<file path="config.mk">
export PLATFORM = sky130hd
export DESIGN_NAME = left_collision_predictor
export DESIGN_NICKNAME = d
export VERILOG_FILES = /design/src/rtl/left_collision_predictor_pkg.sv /design/src/rtl/predictor_step_reflect.sv /design/src/rtl/left_collision_predictor.sv
export SDC_FILE = /design/constraint.sdc
export NUM_CORES = 1
export LEC_CHECK = 0
export CELL_PAD_IN_SITES_DETAIL_PLACEMENT = 0
export CELL_PAD_IN_SITES_GLOBAL_PLACEMENT = 1
export CORE_MARGIN = 2
export CORE_UTILIZATION = 26
export DETAILED_ROUTE_END_ITERATION = 16
export PLACE_DENSITY_LB_ADDON = 0.1
export SLEW_MARGIN = 20
export SYNTH_ARGS = -nofsm -noshare
export SYNTH_HDL_FRONTEND = slang
export SYNTH_SLANG_ARGS = --single-unit
</file>
<file path="constraint.sdc">
create_clock -name i_clock -period 2.2 [get_ports i_clock]
set_input_delay 0.66 -clock i_clock [delete_from_list [all_inputs] [get_ports i_clock]]
set_output_delay 0.66 -clock i_clock [all_outputs]
set_load 0.02 [all_outputs]
</file>
<file path="src/rtl/left_collision_predictor_pkg.sv">
// Shared constants for the left-side collision predictor.
// Holds the video and paddle geometry plus the default step, target and
// timeout values. No ports.
package left_collision_predictor_pkg;

  localparam int unsigned COORD_W            = 10;
  localparam int unsigned CNT_W              = 10;

  // Display and paddle geometry
  localparam int unsigned VVIDEO_ON          = 480;
  localparam int unsigned BALL_SIZE          = 8;
  localparam int unsigned PADDLE_WIDTH       = 10;
  localparam int unsigned X_PADDLE_INIT_LEFT = 10;

  // Predictor defaults derived from the geometry
  localparam int unsigned STEP_DEF           = 1;
  localparam int unsigned Y_BOTTOM_DEF       = VVIDEO_ON - BALL_SIZE;
  localparam int unsigned X_TARGET_DEF       = X_PADDLE_INIT_LEFT + PADDLE_WIDTH;
  localparam int unsigned TIMEOUT_DEF        = 1023;

endpackage

</file>
<file path="src/rtl/predictor_step_reflect.sv">
// One vertical trajectory step with top and bottom wall reflection.
// Ports:
//   y_i, dir_i        current ball top-y and direction (1 = up)
//   step_i            per-step displacement
//   y_bottom_i        lowest legal ball top-y
//   y_o, dir_o        next ball top-y and direction
module predictor_step_reflect
  import left_collision_predictor_pkg::*;
(
  input  logic [COORD_W-1:0] y_i,
  input  logic               dir_i,
  input  logic [COORD_W-1:0] step_i,
  input  logic [COORD_W-1:0] y_bottom_i,
  output logic [COORD_W-1:0] y_o,
  output logic               dir_o
);

  localparam int unsigned WIDE_W = COORD_W + 1;

  logic [WIDE_W-1:0] y_w;
  logic [WIDE_W-1:0] s_w;
  logic [WIDE_W-1:0] b_w;

  assign y_w = WIDE_W'(y_i);
  assign s_w = WIDE_W'(step_i);
  assign b_w = WIDE_W'(y_bottom_i);

  // Wrap-around on either wall mirrors the overshoot back into range.
  always_comb begin
    y_o   = y_i;
    dir_o = dir_i;
    if (dir_i) begin
      if (y_w >= s_w) begin
        y_o = COORD_W'(y_w - s_w);
      end else begin
        y_o   = COORD_W'(s_w - y_w);
        dir_o = 1'b0;
      end
    end else begin
      if ((y_w + s_w) <= b_w) begin
        y_o = COORD_W'(y_w + s_w);
      end else begin
        y_o   = COORD_W'((b_w << 1) - y_w - s_w);
        dir_o = 1'b1;
      end
    end
  end

endmodule

</file>
<file path="src/rtl/left_collision_predictor.sv">
// Predicts the ball top-y where it reaches the left paddle x-line.
// Ports:
//   i_clock, i_reset           clock, async active-high reset
//   i_frame_tick               one-cycle pulse, ball inputs stable
//   i_ball_x, i_ball_y         ball position
//   i_ball_move_left/up        ball direction
//   i_ball_in_game             ball in play
//   i_left_paddle_collision    ball hit left paddle
//   o_collision_predicted      prediction valid
//   o_collision_predicted_y    predicted top-y at the target x
//   o_ball_move_up             predicted vertical direction on arrival
//   o_busy                     trajectory replay in progress
module left_collision_predictor
  import left_collision_predictor_pkg::*;
#(
  parameter int unsigned STEP     = STEP_DEF,
  parameter int unsigned Y_BOTTOM = Y_BOTTOM_DEF,
  parameter int unsigned X_TARGET = X_TARGET_DEF,
  parameter int unsigned TIMEOUT  = TIMEOUT_DEF
) (
  input  logic               i_clock,
  input  logic               i_reset,
  input  logic               i_frame_tick,
  input  logic [COORD_W-1:0] i_ball_x,
  input  logic [COORD_W-1:0] i_ball_y,
  input  logic               i_ball_move_left,
  input  logic               i_ball_move_up,
  input  logic               i_ball_in_game,
  input  logic               i_left_paddle_collision,
  output logic               o_collision_predicted,
  output logic [COORD_W-1:0] o_collision_predicted_y,
  output logic               o_ball_move_up,
  output logic               o_busy
);

  typedef enum logic [1:0] {
    IDLE  = 2'd0,
    CALC  = 2'd1,
    VALID = 2'd2
  } state_t;

  state_t             state_q, state_d;
  logic [COORD_W-1:0] x_q, x_d;
  logic [COORD_W-1:0] y_q, y_d;
  logic               dir_q, dir_d;
  logic [CNT_W-1:0]   cnt_q, cnt_d;
  logic               armed_q, armed_d;
  logic               pred_q, pred_d;
  logic [COORD_W-1:0] pred_y_q, pred_y_d;
  logic               pred_up_q, pred_up_d;
  logic               busy_q, busy_d;

  logic [COORD_W-1:0] y_step;
  logic               dir_step;

  predictor_step_reflect u_step (
    .y_i        (y_q),
    .dir_i      (dir_q),
    .step_i     (COORD_W'(STEP)),
    .y_bottom_i (COORD_W'(Y_BOTTOM)),
    .y_o        (y_step),
    .dir_o      (dir_step)
  );

  // State and output registers
  always_ff @(posedge i_clock or posedge i_reset) begin
    if (i_reset) begin
      state_q   <= IDLE;
      x_q       <= '0;
      y_q       <= '0;
      dir_q     <= 1'b0;
      cnt_q     <= '0;
      armed_q   <= 1'b1;
      pred_q    <= 1'b0;
      pred_y_q  <= '0;
      pred_up_q <= 1'b0;
      busy_q    <= 1'b0;
    end else begin
      state_q   <= state_d;
      x_q       <= x_d;
      y_q       <= y_d;
      dir_q     <= dir_d;
      cnt_q     <= cnt_d;
      armed_q   <= armed_d;
      pred_q    <= pred_d;
      pred_y_q  <= pred_y_d;
      pred_up_q <= pred_up_d;
      busy_q    <= busy_d;
    end
  end

  // Next-state, trajectory replay and output decode
  always_comb begin
    state_d   = state_q;
    x_d       = x_q;
    y_d       = y_q;
    dir_d     = dir_q;
    cnt_d     = cnt_q;
    armed_d   = armed_q;
    pred_y_d  = pred_y_q;
    pred_up_d = pred_up_q;

    unique case (state_q)
      IDLE: begin
        if (i_frame_tick && i_ball_in_game && i_ball_move_left && armed_q) begin
          x_d     = i_ball_x;
          y_d     = i_ball_y;
          dir_d   = i_ball_move_up;
          cnt_d   = '0;
          state_d = CALC;
        end
      end
      CALC: begin
        if (!i_ball_in_game || !i_ball_move_left) begin
          state_d = IDLE;
        end else if (cnt_q == CNT_W'(TIMEOUT)) begin
          state_d = IDLE;
        end else if (x_q <= COORD_W'(X_TARGET)) begin
          state_d   = VALID;
          pred_y_d  = y_q;
          pred_up_d = dir_q;
        end else begin
          x_d   = x_q - COORD_W'(STEP);
          y_d   = y_step;
          dir_d = dir_step;
          cnt_d = cnt_q + CNT_W'(1);
        end
      end
      VALID: begin
        if (i_left_paddle_collision || !i_ball_in_game || !i_ball_move_left) begin
          state_d = IDLE;
          // A ball just returned by the paddle must turn away before recapture.
          if (i_left_paddle_collision) armed_d = 1'b0;
        end
      end
      default: state_d = IDLE;
    endcase

    if (!i_ball_move_left) armed_d = 1'b1;

    pred_d = (state_d == VALID);
    busy_d = (state_d == CALC);
  end

  assign o_collision_predicted   = pred_q;
  assign o_collision_predicted_y = pred_y_q;
  assign o_ball_move_up          = pred_up_q;
  assign o_busy                  = busy_q;

endmodule

</file>
==> key figures, run 1 <==
Run status
  – Status: finished, violations left
  – Violated checks: setup timing

Min path
  – Hold Startpoint: armed_q$_DFFE_PP1P_
  – Hold Path Sink: armed_q$_DFFE_PP1P_
  – Hold/Removal Path Class: reg -> reg
  – Hold path depth: 2

Route
  – Post-route ant nets: 0
  – DRT Wirelength: 10.1 mm
  – First-pass iteration count of the detailed router: 4
  – Drt wl/cell: 15.8 um
  – DRT iter0 DRCs: 127
  – Via count: 3145
  – Vias per std cell: 4.91
  – Remaining DRCs: 0

Clocking
  – # hold bufs at CTS: 0
  – H-tree Lvls: 2
  – CTS buffer count: 5
  – Max Buffers Root-to-Sink: 2
  – CTS Sinks: 47
  – Worst-path clk slew: 0.07 ns
  – CTS root buf: clkbuf_16
  – TritonCTS clock tree: done
  – Skew-Pair Late Insertion Delay: 0.30 ns

Power and ir drop
  – PnR Total Power: 0.00409 W
  – Psw: 0.00157 W
  – Peak supply drop: 310 uV
  – Lkg Pwr: 2.01 nW
  – Sw Share: 38.5%
  – Clock network power share: 20.6%
  – Internal Pwr Total: 0.00251 W
  – Power per cell area: 853 mW/mm^2
  – Flop pwr share: 29.6%
  – Comb pwr share: 49.8%

Yosys
  – Mapped Cells: 370
  – Sequential share of the synthesized area: 35.7%
  – Post-synth EDFFs: 0
  – Largest cells by area after synthesis: dfrtp_1 35%, mux2_2 4.1%, ha_1 3.8%
  – Post-synth top flop: dfrtp_1
  – Ys async rst share: 100%
  – Yosys top cell area share: 34.9%
  – Syn Nets: 407
  – Netlist Area Pre-Place: 0.00330 mm^2
  – Area leader, netlist: dfrtp_1
  – Number of synthesized register bits: 47
  – Post-synth cell types: 76
  – Avg Cell Area, Syn: 8.92 um^2
  – Yosys warning total: 0

Global route
  – Total GRT Usage: 15.7%
  – Grt total ovfl: 0
  – Pin count of the biggest net entering global routing: 22
  – Initial antenna violation count: 0
  – Vias in the first global route: 3085
  – First-pass GRT wire length: 16.3 mm

Die
  – Die area: 0.0136 mm^2
  – CORE AREA: 0.0125 mm^2
  – Die height: 117 um
  – IO Pins: 40
  – Row cnt: 41
  – Die width: 117 um
  – Initial Util: 26.4%

Layout
  – N_diodes: 0
  – Area grow syn2layout: 45.2%
  – Share of post-route cells with drive strength above 1: 32.3%
  – Post-route cell area: 0.00479 mm^2
  – Layout Cells excl Fill: 640
  – Fin nets: 504
  – FILL cells: 1280
  – Core Util, Final: 38.3%

Setup path
  – CP endpoint kind: flop
  – Crit path largest cell delay: 0.49 ns
  – FF-to-FF setup slack: -0.004 ns
  – R2R depth: 7
  – Crit Reg-Reg Endpoint: y_q[5]$_DFFE_PP0P_
  – Req. time, crit path: 2.41 ns
  – Critical path peak fanout: 5
  – Critical path arrival: 2.42 ns
  – Worst setup path class: reg -> reg
  – Ordered list of cells on the worst path: ha_4 -> and4_4 -> a211oi_4 -> nor3b_4 -> o21a_4 -> mux2_4 -> o311ai_4
  – Slowest cell on crit path: dfrtp_2
  – Worst R2R Start: y_q[1]$_DFFE_PP0P_
  – CP Launch Type: flop

STA
  – Rel. slew slack: 61.9%
  – Worst clock skew: 0.00785 ns
  – Worst setup margin: -0.00415 ns
  – Fin crit period: 2.20 ns
  – Fmax: 454 MHz
  – Final Hold Vio Count: 0
  – Part of the cycle the worst path needs: 100%
  – Slew of the pin with the lowest slew margin: 0.571 ns
  – # setup viols final: 2
  – Pins Over Slew Limit: 0
  – RSZ-0062 raised after global routing: yes

Placed design
  – RePlAce Congestion: 0.780
  – PortBufs: 39
  – HPWL Detailed: 7.49 mm
  – Placed cells: 623
  – Area post-placement: 0.00433 mm^2

Run
  – Max Cap Violations: 0
## metrics by stage
stage	hold slack [ns]	setup TNS [ns]	worst slack, ns
2_1_floorplan	0.439	0	0.0460
3_3_place_gp	0.456	-4.04	-0.242
5_1_grt	0.492	-0.605	-0.115
3_5_place_dp	0.453	-5.46	-0.254
4_1_cts	0.460	-0.0147	-0.0136
6_report	0.460	-0.00565	-0.00415
## repair_timing
action,in CTS,in global routing
resized for setup,23,29
pin swaps,13,16
setup buffers,4,5
setup endpoints to repair,10,21
## worst max-delay path by stage
stage,start,to,depth (start not counted)
after detailed placement,i_ball_move_left,y_q[5]$_DFFE_PP0P_,8
final,y_q[1]$_DFFE_PP0P_,y_q[5]$_DFFE_PP0P_,7
after global routing,y_q[1]$_DFFE_PP0P_,y_q[7]$_DFFE_PP0P_,8
after floorplan,y_q[0]$_DFFE_PP0P_,y_q[5]$_DFFE_PP0P_,7
after CTS,y_q[0]$_DFFE_PP0P_,y_q[7]$_DFFE_PP0P_,9
after global placement,y_q[1]$_DFFE_PP0P_,y_q[7]$_DFFE_PP0P_,8
## routing by layer
layer	vias to the layer above	track usage (%)	share of wire [%]
li1	1564	-	-
met1	1537	20.8	48
met2	39	26.0	49
met3	5	3.32	2.6
met4	0	4.24	1.1
met5	-	0	0
## worst max-delay path, delay by kind of cell (launching register included)
kind	cells	cell delay (ns)
adder cells (fa/ha/maj)	1	0.17
multiplexers	1	0.32
AND/OR/NAND/NOR	2	0.64
flip-flops	1	0.49
AO/OA/AOI/OAI	3	0.49
## kinds of logic (layout without fill, tap and decap cells)
| group | count (synthesis) | in the layout | synth area share, % |
|---|---|---|---|
| and+or+nand+nor | 138 | 138 | 22.7 |
| AOI/OAI and AO/OA | 105 | 105 | 22.7 |
| DFF | 47 | 47 | 35.7 |
| buffers and inverters | 39 | 137 | 5.27 |
| muxes | 17 | 17 | 6.14 |
| xor gates and xnor gates | 14 | 14 | 3.72 |
| adders and majority gates | 10 | 10 | 3.79 |
## cells in the mapped netlist (2+ instances only)
cell type / n
dfrtp_1: 46
a31oi_1: 3
o211a_1: 2
nand4_1: 9
nor3_1: 7
and2_2: 2
mux2i_1: 3
o21ai_2: 2
nor2b_1: 3
a22oi_1: 4
nand2b_1: 2
and2_1: 3
buf_2: 7
nor4_1: 2
o31a_1: 2
or3b_2: 2
a21o_1: 2
and3_1: 5
or3_1: 6
nand4b_1: 2
nor2_1: 31
a211oi_1: 4
or4_1: 4
inv_1: 13
o31ai_1: 2
o221ai_1: 3
a21oi_1: 24
nand3_1: 15
xor2_1: 9
o211ai_1: 8
nor3b_1: 2
a211o_1: 3
xnor2_1: 5
buf_6: 2
ha_1: 10
nand2_1: 31
o21ai_0: 20
clkbuf_1: 16
mux2_2: 12
o22ai_1: 4
a2bb2oi_1: 2
and4_1: 2
## cell type report
class                   instances  area [um^2]  area share [%]
clock buffers                   8          156            3.26
repair buffers                116         1020            21.3
multi-input cells             284         2170            45.2
inverters                      13         51.3            1.07
well taps                     172          215            4.49
flip-flops and latches         47         1180            24.6
## cell usage in the layout, fill, tap and decap left out, types with 3 or more instances in the layout
cell,n
mux2i_1,3
or3_1,5
xor2_1,9
mux2_2,11
clkbuf_16,5
a211oi_1,4
nand2_1,30
a21oi_1,23
ha_4,3
or4_1,3
xnor2_1,5
clkdlybuf4s50_1,39
nand4_1,9
inv_1,10
ha_1,4
o21ai_0,17
o221ai_1,3
o22ai_1,4
dfrtp_1,44
o211ai_1,8
a211o_1,3
nand3_1,13
buf_4,70
nor2_1,31
buf_12,3
and2_1,3
buf_6,4
nor3_1,5
a22oi_1,3
o21ai_2,3
and3_1,4
ha_2,3
## flip-flops by register name, indices dropped and copies added (netlist names)
| signal | flops |
|---|---|
| cnt_q | 10 |
| o_collision_predicted_y | 10 |
| x_q | 10 |
| y_q | 10 |
| state_q | 2 |
| armed_q | 1 |
| dir_q | 1 |
| o_ball_move_up | 1 |
| o_busy | 1 |
| o_collision_predicted | 1 |
## power groups by stage
stage,Sequential [W],Clock (W),Combinational (W)
3_5_place_dp,0.00120,0,0.00176
3_3_place_gp,0.00120,0,0.00175
6_report,0.00121,0.000843,0.00203
2_1_floorplan,0.00116,0,0.00102
4_1_cts,0.00120,0.000878,0.00190
5_1_grt,0.00123,0.000915,0.00222
Note: power is estimated with default switching activity, not from simulation.
==> inputs of run 2 (changes only) <==
REMOVE_ABC_BUFFERS = 1   (was default)
==> run 2 against run 1 <==
The run now ends clean. Non-clock buffer count increased by 5. Setup slack improved by 0.0056 ns. Fmax is 0.25% higher. Worst hold slack improved by 0.0068 ns. Largest power group unchanged. Total power shrank 0.14%. Combinational power is essentially flat. Critical endpoint unchanged. Sequential power is essentially flat. Largest cell class unchanged.
==> key figures, run 2 (synthesis gave the netlist of run 1 again) <==
Setup path
  – CP endpoint kind: flop
  – Crit Reg-Reg Endpoint: y_q[5]$_DFFE_PP0P_
  – Critical path arrival: 2.39 ns
  – Crit path largest cell delay: 0.49 ns
  – Crit path capture: y_q[5]$_DFFE_PP0P_
  – Worst Setup SP: y_q[1]$_DFFE_PP0P_
  – CP Launch Type: flop
  – Ordered list of cells on the worst path: ha_4 -> and4_4 -> and3_4 -> nor3b_4 -> o21a_4 -> mux2_4 -> o311ai_4
  – Critical path peak fanout: 5
  – R2R depth: 7
  – FF-to-FF setup slack: 0.001 ns
  – Worst R2R Start: y_q[1]$_DFFE_PP0P_
  – Worst setup path class: reg -> reg
  – Req. time, crit path: 2.39 ns
  – Slowest cell on crit path: dfrtp_2

Min path
  – Hold/Removal Path Class: reg -> reg
  – Hold Startpoint: armed_q$_DFFE_PP1P_

Placed design
  – RePlAce Congestion: 0.808
  – HPWL Detailed: 8.11 mm
  – PortBufs: 39

Global route
  – Grt total ovfl: 0
  – Pin count of the biggest net entering global routing: 22
  – Vias in the first global route: 3237
  – First-pass GRT wire length: 17.7 mm
  – Initial antenna violation count: 0
  – Total GRT Usage: 16.6%

Route
  – First-pass iteration count of the detailed router: 4
  – Post-route ant nets: 0
  – Drt wl/cell: 16.5 um
  – Vias per std cell: 4.94
  – Via count: 3186
  – DRT iter0 DRCs: 188
  – Remaining DRCs: 0
  – DRT Wirelength: 10.7 mm

Power and ir drop
  – Sw Share: 39.0%
  – Clock network power share: 20.0%
  – Psw: 0.00159 W
  – Power per cell area: 855 mW/mm^2
  – PnR Total Power: 0.00408 W
  – Internal Pwr Total: 0.00249 W
  – Peak supply drop: 314 uV
  – Flop pwr share: 29.8%
  – Lkg Pwr: 2.01 nW
  – Comb pwr share: 50.3%

Die
  – Die width: 117 um
  – Die height: 117 um
  – IO Pins: 40
  – Row cnt: 41
  – CORE AREA: 0.0125 mm^2
  – Die area: 0.0136 mm^2
  – Initial Util: 26.4%

Clocking
  – Max Buffers Root-to-Sink: 2
  – # hold bufs at CTS: 0
  – TritonCTS clock tree: done
  – CTS buffer count: 5
  – CTS Sinks: 47
  – Worst-path clk slew: 0.07 ns
  – H-tree Lvls: 2
  – Skew-Pair Late Insertion Delay: 0.29 ns
  – CTS root buf: clkbuf_16

STA
  – Worst clock skew: 0.00742 ns
  – TNS Setup: 0 ns
  – # setup viols final: 0
  – Slew of the pin with the lowest slew margin: 0.463 ns
  – Rel. slew slack: 69.1%
  – RSZ-0062 raised after global routing: yes
  – Part of the cycle the worst path needs: 99.9%
  – Final Hold Vio Count: 0
  – Fmax: 455 MHz
  – Pins Over Slew Limit: 0
  – Fin crit period: 2.20 ns

Layout
  – N_diodes: 0
  – Commonest non-fill, non-tap cells in the layout: 76 x buf_4, 43 x dfrtp_1, 39 x clkdlybuf4s50_1
  – Commonest non-fill, non-tap cell in the layout: buf_4
  – Fin nets: 509
  – Area grow syn2layout: 44.6%
  – Share of post-route cells with drive strength above 1: 32.8%

Run
  – Max Cap Violations: 0

Run status
  – Status: complete, no violations
run 2: cell types whose count changed in the layout (fill, tap and decap cells not counted), moves of 2 or more:
cell     before  now
inv_1        10    8
inv_2         2    5
buf_4        70   76
a31oi_1       1    3
ha_2          3    1
buf_12        3    1
run 2: metrics by stage:
stage	setup WS [ns]	instance area (um^2)	utilization, %	instances	hold WS, ns
after CTS	0.00259	4680	37.4	646	0.471
after global placement	-0.257	4390	35.1	634	0.451
after detailed placement	-0.303	4390	35.1	634	0.463
final	0.00143	4770	38.1	645	0.467
after global routing	-0.0781	4770	38.1	645	0.486
after floorplan	-0.491	3170	-	344	0.439
run 2: critical path, delay by kind of cell, from the launching register on:
kind                       cells  cell delay [ns]
and+or+nand+nor                3             0.68
DFF                            1             0.49
muxes                          1             0.31
AOI/OAI and AO/OA              2             0.42
adders and majority gates      1             0.20
run 2: worst min path at each step:
stage,cells past startpoint,endpoint
3_3_place_gp,2,armed_q$_DFFE_PP1P_
3_5_place_dp,2,armed_q$_DFFE_PP1P_
2_1_floorplan,2,armed_q$_DFFE_PP1P_
6_report,2,armed_q$_DFFE_PP1P_
4_1_cts,2,armed_q$_DFFE_PP1P_
5_1_grt,2,armed_q$_DFFE_PP1P_
run 2: power groups by stage:
| stage | combinational, W | sequential, W | clock [W] |
|---|---|---|---|
| 2_1_floorplan | 0.000812 | 0.00129 | 0 |
| 3_3_place_gp | 0.00181 | 0.00120 | 0 |
| 3_5_place_dp | 0.00182 | 0.00120 | 0 |
| 4_1_cts | 0.00197 | 0.00120 | 0.000835 |
| 5_1_grt | 0.00225 | 0.00124 | 0.000871 |
| 6_report | 0.00205 | 0.00121 | 0.000815 |
run 2: area by class of cell:
class	instances	area [um^2]
clock buffers	7	143
clock inverters	1	8.76
fillers	1317	7740
inverters	13	48.8
multi-input cells	284	2140
flip-flops and latches	47	1180
well taps	172	215
repair buffers	121	1040
run 2: per-layer routing:
metal	part of all wire [%]	GRT usage (%)
met4	1.0	2.90
met1	50	23.9
met5	0	0
met2	46	26.6
met3	3.5	2.96
run 2: repair_timing:
action / 4_1_cts / 5_1_grt
setup endpoints to repair: 9 / 29
buffers inserted: 4 / 0
pin swaps: 8 / 14
resized for setup: 23 / 26
==> inputs of run 3 (changes only) <==
CAP_MARGIN = 25   (was default)
==> results of run 3 <==
Final layout, timing and power as in run 2 (identical DEF).
